[src/rtl/btn_conditioner_4ch.sv]
// Four-channel push-button conditioner: 2-flop sync, debounce, press/release/long-press/auto-repeat pulses.
// Latency: btn_level and all pulses change DEBOUNCE_CYCLES+2 edges after the raw pin changes; pulses are registered.
// Backpressure: none; free-running, every pulse is exactly one cycle wide and must be consumed when it appears.
module btn_conditioner_4ch #(
    parameter int N               = 4,
    parameter int DEBOUNCE_CYCLES = 1_000_000,
    parameter int HOLD_CYCLES     = 50_000_000,
    parameter int REPEAT_CYCLES   = 10_000_000
) (
    input  logic         clk,
    input  logic         reset_p,
    input  logic [N-1:0] btn_raw,
    output logic [N-1:0] btn_level,
    output logic [N-1:0] btn_pe,
    output logic [N-1:0] btn_ne,
    output logic [N-1:0] btn_long,
    output logic [N-1:0] btn_rep
);

    localparam int DW = $clog2(DEBOUNCE_CYCLES);
    localparam int HW = $clog2(HOLD_CYCLES);
    localparam int RW = $clog2(REPEAT_CYCLES);

    localparam logic [DW-1:0] DB_MAX   = DW'(DEBOUNCE_CYCLES - 1);
    localparam logic [HW-1:0] HOLD_MAX = HW'(HOLD_CYCLES - 1);
    localparam logic [RW-1:0] REP_MAX  = RW'(REPEAT_CYCLES - 1);

    typedef enum logic [1:0] {
        ST_RELEASED,
        ST_PRESSED,
        ST_REPEAT
    } state_t;

    logic [N-1:0] sync1_q;
    logic [N-1:0] sync2_q;

    // Two-flop synchroniser for the asynchronous button pins; only sync2_q is used downstream.
    always_ff @(posedge clk or negedge reset_p) begin
        if (!reset_p) begin
            sync1_q <= '0;
            sync2_q <= '0;
        end else begin
            sync1_q <= btn_raw;
            sync2_q <= sync1_q;
        end
    end

    for (genvar i = 0; i < N; i++) begin : ch_g
        logic          level_q, level_d;
        logic [DW-1:0] db_cnt_q, db_cnt_d;
        logic [HW-1:0] hold_cnt_q, hold_cnt_d;
        logic [RW-1:0] rep_cnt_q, rep_cnt_d;
        state_t        state_q, state_d;
        logic          pe_q, pe_d;
        logic          ne_q, ne_d;
        logic          long_q, long_d;
        logic          rep_q, rep_d;
        logic          rise, fall;

        // Debounce: count consecutive cycles the synced pin disagrees with the level; any agreement restarts.
        always_comb begin
            db_cnt_d = '0;
            level_d  = level_q;
            rise     = 1'b0;
            fall     = 1'b0;
            if (sync2_q[i] != level_q) begin
                if (db_cnt_q == DB_MAX) begin
                    level_d = ~level_q;
                    rise    = ~level_q;
                    fall    = level_q;
                end else begin
                    db_cnt_d = db_cnt_q + 1'b1;
                end
            end
        end

        // Hold FSM: press/release pulses, long-press point, then periodic repeat; release always wins.
        always_comb begin
            state_d    = state_q;
            hold_cnt_d = hold_cnt_q;
            rep_cnt_d  = rep_cnt_q;
            pe_d       = 1'b0;
            ne_d       = 1'b0;
            long_d     = 1'b0;
            rep_d      = 1'b0;
            case (state_q)
                ST_RELEASED: begin
                    if (rise) begin
                        state_d    = ST_PRESSED;
                        pe_d       = 1'b1;
                        hold_cnt_d = '0;
                    end
                end
                ST_PRESSED: begin
                    if (fall) begin
                        state_d    = ST_RELEASED;
                        ne_d       = 1'b1;
                        hold_cnt_d = '0;
                        rep_cnt_d  = '0;
                    end else if (hold_cnt_q == HOLD_MAX) begin
                        state_d    = ST_REPEAT;
                        long_d     = 1'b1;
                        rep_d      = 1'b1;
                        hold_cnt_d = '0;
                        rep_cnt_d  = '0;
                    end else begin
                        hold_cnt_d = hold_cnt_q + 1'b1;
                    end
                end
                ST_REPEAT: begin
                    if (fall) begin
                        state_d    = ST_RELEASED;
                        ne_d       = 1'b1;
                        hold_cnt_d = '0;
                        rep_cnt_d  = '0;
                    end else if (rep_cnt_q == REP_MAX) begin
                        rep_d     = 1'b1;
                        rep_cnt_d = '0;
                    end else begin
                        rep_cnt_d = rep_cnt_q + 1'b1;
                    end
                end
                default: begin
                    state_d    = ST_RELEASED;
                    hold_cnt_d = '0;
                    rep_cnt_d  = '0;
                end
            endcase
        end

        // Per-channel state and registered pulse outputs, all cleared asynchronously.
        always_ff @(posedge clk or negedge reset_p) begin
            if (!reset_p) begin
                level_q    <= 1'b0;
                db_cnt_q   <= '0;
                hold_cnt_q <= '0;
                rep_cnt_q  <= '0;
                state_q    <= ST_RELEASED;
                pe_q       <= 1'b0;
                ne_q       <= 1'b0;
                long_q     <= 1'b0;
                rep_q      <= 1'b0;
            end else begin
                level_q    <= level_d;
                db_cnt_q   <= db_cnt_d;
                hold_cnt_q <= hold_cnt_d;
                rep_cnt_q  <= rep_cnt_d;
                state_q    <= state_d;
                pe_q       <= pe_d;
                ne_q       <= ne_d;
                long_q     <= long_d;
                rep_q      <= rep_d;
            end
        end

        assign btn_level[i] = level_q;
        assign btn_pe[i]    = pe_q;
        assign btn_ne[i]    = ne_q;
        assign btn_long[i]  = long_q;
        assign btn_rep[i]   = rep_q;
    end

endmodule

[config.mk]
export PLATFORM = sky130hd
export DESIGN_NAME = btn_conditioner_4ch
export DESIGN_NICKNAME = d
export VERILOG_FILES = /design/src/rtl/btn_conditioner_4ch.sv
export SDC_FILE = /design/constraint.sdc
export NUM_CORES = 1
export LEC_CHECK = 0
export ABC_AREA = 1
export BUFFER_PORTS_ARGS = -buffer_cell sky130_fd_sc_hd__buf_2
export CAP_MARGIN = 10
export CORE_UTILIZATION = 50
export CTS_CLUSTER_DIAMETER = 150
export CTS_CLUSTER_SIZE = 12
export DETAILED_ROUTE_END_ITERATION = 10
export GPL_ROUTABILITY_DRIVEN = 0
export PLACE_DENSITY = 0.75
export SYNTH_ARGS = -nofsm -noshare
export SYNTH_HDL_FRONTEND = slang
export SYNTH_SLANG_ARGS = --single-unit
[constraint.sdc]
create_clock -name clk -period 2.8 [get_ports clk]
set_input_delay 0.28 -clock clk [delete_from_list [all_inputs] [get_ports clk]]
set_output_delay 0.28 -clock clk [all_outputs]
set_load 0.02 [all_outputs]
==> results.txt <==
* Depth of the most critical reg-to-reg path: 11
- Setup slack on the critical path of the routed design comes to 0.623 ns.
* Iteration count of the initial detailed-routing pass: 6
- Antenna violations before repair: 0
- Die outline width: 208 um
- Of all nets on the critical path, the largest fanout is 24.
- The count of final hold-check violations came to 0.
* Final hold slack: 0.267 ns
- The worst hold path belongs to the class input pin to asynchronous set/reset pin.
* Cells resized by post-CTS repair: 0
* Share of synthesized area occupied by flip-flops and latches: 37.3%
- Number of flip-flops and latches in the synthesized netlist: 316
* Final critical-path required period: 2.18 ns
* Fraction of final layout cells with drive strength greater than 1: 5.20%
- Max cap viols: 0
- Post-synthesis net count: 3,269
- Initial core utilization: 50.6%
- Setup violations remaining at the end of the flow were counted as 0.
* Synthesized area per cell: 6.55 sq um
- Number of global-route vias before repair: 18.5k
- Category of the critical setup timing path: flip-flop to flip-flop
* Skew-Pair Late Insertion Delay: 0.60 ns
- The cell area that synthesis handed to floorplanning was 21,200 sq um.
- Clock tree root driver cell: sky130_fd_sc_hd__clkbuf_16
- For this block, the routed nets add up to 49.0 mm of wire.
* Synth Instances: 3,239
* H-tree depth: 1
* TritonCTS clock tree: done
* Maximum number of pins on one net before global-route repair: 81
* Post-route DRC: 0
* Total congestion overflow after global routing: 0
- Synth warn: 0
- Final Net Count: 3,262
- After synthesis, the share of flip-flops with an asynchronous set or reset is 100%.
- Die Span Y: 208 um
- Cell with the most instances after synthesis: sky130_fd_sc_hd__nand2_1
- The first global-routing pass estimated 86.5 mm of wire.
* Number of DRC violations after detailed-routing iteration 0: 1,743
- Fin cells: 3,771
* Number of buffers added on ports: 25
- Dominant cell type by area after synthesis: sky130_fd_sc_hd__dfrtp_1
- Core ar.: 41,900 sq um
- Std cell rows: 75
- Startpoint type of the worst setup path: flip-flop
* Cell count after placement: 3,734
* Placed wire-length estimate: 35.3 mm
* Final TNS setup: 0 ns
* Slowest Stage Delay on Critical Path: 0.41 ns
- Summed over its instances, the top area cell type makes up 37.3% of the synthesized netlist area.
- Antenna diode count: 0
* P per Cell Area: 371 nW/um^2
- Most prevalent standard cell on the critical path: sky130_fd_sc_hd__nand2_1
- In this run the deepest clock path goes through 3 buffers.
* Inserted Clock Buffers: 30
- CP Data Required Time: 3.25 ns
* Count of unique library cells instantiated by Yosys: 41
* Count of flip-flops with a built-in enable after synthesis: 0
- After clock tree synthesis, the clock-pin slew on the worst setup and hold paths is 0.07 ns.
- For this run, the leading register cell type out of synthesis is sky130_fd_sc_hd__dfrtp_1.
- The worst-case IR drop observed on VDD is 0.412 mV.
- Least-Margin Pin Slew: 0.708 ns
* DR vias/cell: 5.29
- Traced cell by cell, the critical path runs through ha_1 -> inv_2 -> nor2_4 -> nand2_1 -> nor2_1 -> nand2_1 -> nand3_2 -> nand2_2 -> buf_4 -> nand2_1 -> o21ai_0.
- The slowest stage of the critical path is the sky130_fd_sc_hd__dfrtp_1 cell.
- Of the available clock period, the critical path in the final layout requires 77.8%.
- RSZ-0062 raised after global routing: false
- Area growth from synthesis to layout: 6.29%
- All-layer global routing usage: 23.0%
- The flow ran to the end, and the final reports show no timing, DRC or antenna violations.
* Overall via count from detail_route: 20.0k
- Slew HR: 52.8%
- CTS saw 316 sinks.
* Fillers: 4,150
- 26 I/O pins were placed.
- For this design the static power due to leakage is 9.57 nW.
* Kind of end point of the critical path: flip-flop
- Based on the critical path, the design can be clocked at up to 0.459 GHz.
- At the end of the flow the core is filled with cells to 53.8%.
- Cells taking the most area after synthesis: sky130_fd_sc_hd__dfrtp_1 (37%), sky130_fd_sc_hd__nand2_1 (18%), sky130_fd_sc_hd__nor2_1 (10%)
* Area of the die: 43,300 sq um
- Timing analysis after detailed placement gives a worst setup slack of 0.604 ns.
* Routed wirelength normalized by instance count: 13.0 um
* Post-DRT Antenna Nets: 0
- Ranked by instance count, the synthesized netlist is headed by sky130_fd_sc_hd__nand2_1 (1,005), sky130_fd_sc_hd__nor2_1 (573), sky130_fd_sc_hd__nand3_1 (348).
- Data arrival, critical path: 2.63 ns
- Slew Viols, Final: 0
- On the final layout, the worst clock skew is 0.0267 ns.
worst max-delay path: cells and delay by family (launching register included):
family / cells / cell delay [ns]
AO/OA/AOI/OAI: 1 / 0.07
adder cells (fa/ha/maj): 1 / 0.30
flip-flops: 1 / 0.41
buffers and inverters: 2 / 0.37
AND/OR/NAND/NOR: 7 / 0.87
report_power, final:
| part | switching [mW] | internal (mW) | leakage, nW | total [mW] |
|---|---|---|---|---|
| Combinational | 0.131 | 0.0396 | 4.80 | 0.170 |
| Clock | 1.71 | 1.89 | 0.386 | 3.61 |
| Sequential | 0.0122 | 4.59 | 4.39 | 4.60 |
| Total | 1.86 | 6.52 | 9.57 | 8.38 |
registers in the layout, indices dropped and copies added (netlist names):
name and flops:
ch_g.long_q 4, ch_g.state_q 8, sync1_q 4, ch_g.level_q 4, ch_g.hold_cnt_q 104, ch_g.pe_q 4
ch_g.db_cnt_q 80, sync2_q 4, ch_g.rep_cnt_q 96, ch_g.ne_q 4, ch_g.rep_q 4
final timing paths:
check | startpoint | endpoint | slack [ns]
worst max register to register | ch_g[3].hold_cnt_q[0] | ch_g[3].rep_cnt_q[1] | 0.62
min in group clk | btn_raw[0] | sync1_q[0] | 0.33
max in group asynchronous | reset_p | ch_g[2].rep_cnt_q[1] | 1.62
worst min register to register | sync1_q[3] | sync2_q[3] | 0.35
worst max-delay path | ch_g[3].hold_cnt_q[0] | ch_g[3].rep_cnt_q[1] | 0.62
worst min-delay path | reset_p | ch_g[1].db_cnt_q[17] | 0.27
timing repair:
action                    CTS  global route
hold buffers                5             0
hold endpoints to repair   77             0
buffers inserted            0             0
per-layer routing:
layer | part of all wire [%] | track usage (%) | wire [um]
met5 | 0 | 0 | 0
met4 | 1.6 | 4.88 | 780
met3 | 4.8 | 2.37 | 2370
met2 | 44 | 36.9 | 21600
met1 | 50 | 33.7 | 24300
logic make-up (layout without fill, tap and decap cells):
group           count (synthesis)  after routing  synth area share (%)
buf+inv                       394            387                  7.98
xor+xnor                       77             77                  3.18
fa+ha+maj                      24             24                  1.42
flops                         316            316                  37.3
simple gates                 2202           2202                  44.4
compound gates                226            226                  5.77
stage by stage:
step / instance area [sq um] / total power [mW]
2_1_floorplan: 21200 / 4.73
3_3_place_gp: 21700 / 4.85
3_5_place_dp: 21700 / 4.86
4_1_cts: 22600 / 8.53
5_1_grt: 22600 / 8.69
6_report: 22600 / 8.38
placed cells by master (no fill, tap or decap), types with 11 or more instances in the layout:
| master | n |
|---|---|
| sky130_fd_sc_hd__a21oi_1 | 37 |
| sky130_fd_sc_hd__buf_2 | 24 |
| sky130_fd_sc_hd__ha_1 | 24 |
| sky130_fd_sc_hd__clkbuf_16 | 30 |
| sky130_fd_sc_hd__o21ai_0 | 64 |
| sky130_fd_sc_hd__buf_4 | 29 |
| sky130_fd_sc_hd__o21bai_1 | 20 |
| sky130_fd_sc_hd__nor2_1 | 573 |
| sky130_fd_sc_hd__inv_1 | 279 |
| sky130_fd_sc_hd__nor3_1 | 58 |
| sky130_fd_sc_hd__nand3b_1 | 11 |
| sky130_fd_sc_hd__dfrtp_1 | 316 |
| sky130_fd_sc_hd__o21ai_1 | 90 |
| sky130_fd_sc_hd__nor2_2 | 13 |
| sky130_fd_sc_hd__or2_2 | 19 |
| sky130_fd_sc_hd__inv_2 | 13 |
| sky130_fd_sc_hd__nand2_1 | 1005 |
| sky130_fd_sc_hd__xor2_1 | 70 |
| sky130_fd_sc_hd__nand3_1 | 348 |
| sky130_fd_sc_hd__nand4_1 | 124 |
cell type report:
class	count	area (sq um)	share of cell area, %
Tap cell	539	674	2.99
Clock buffer	30	751	3.33
Inverter	293	1100	4.88
Sequential cell	316	7910	35.1
Timing Repair Buffer	62	463	2.05
Multi-Input combinational cell	2529	11600	51.5
Clock inverter	2	38.8	0.172
Power figures use the tool's default switching activity.
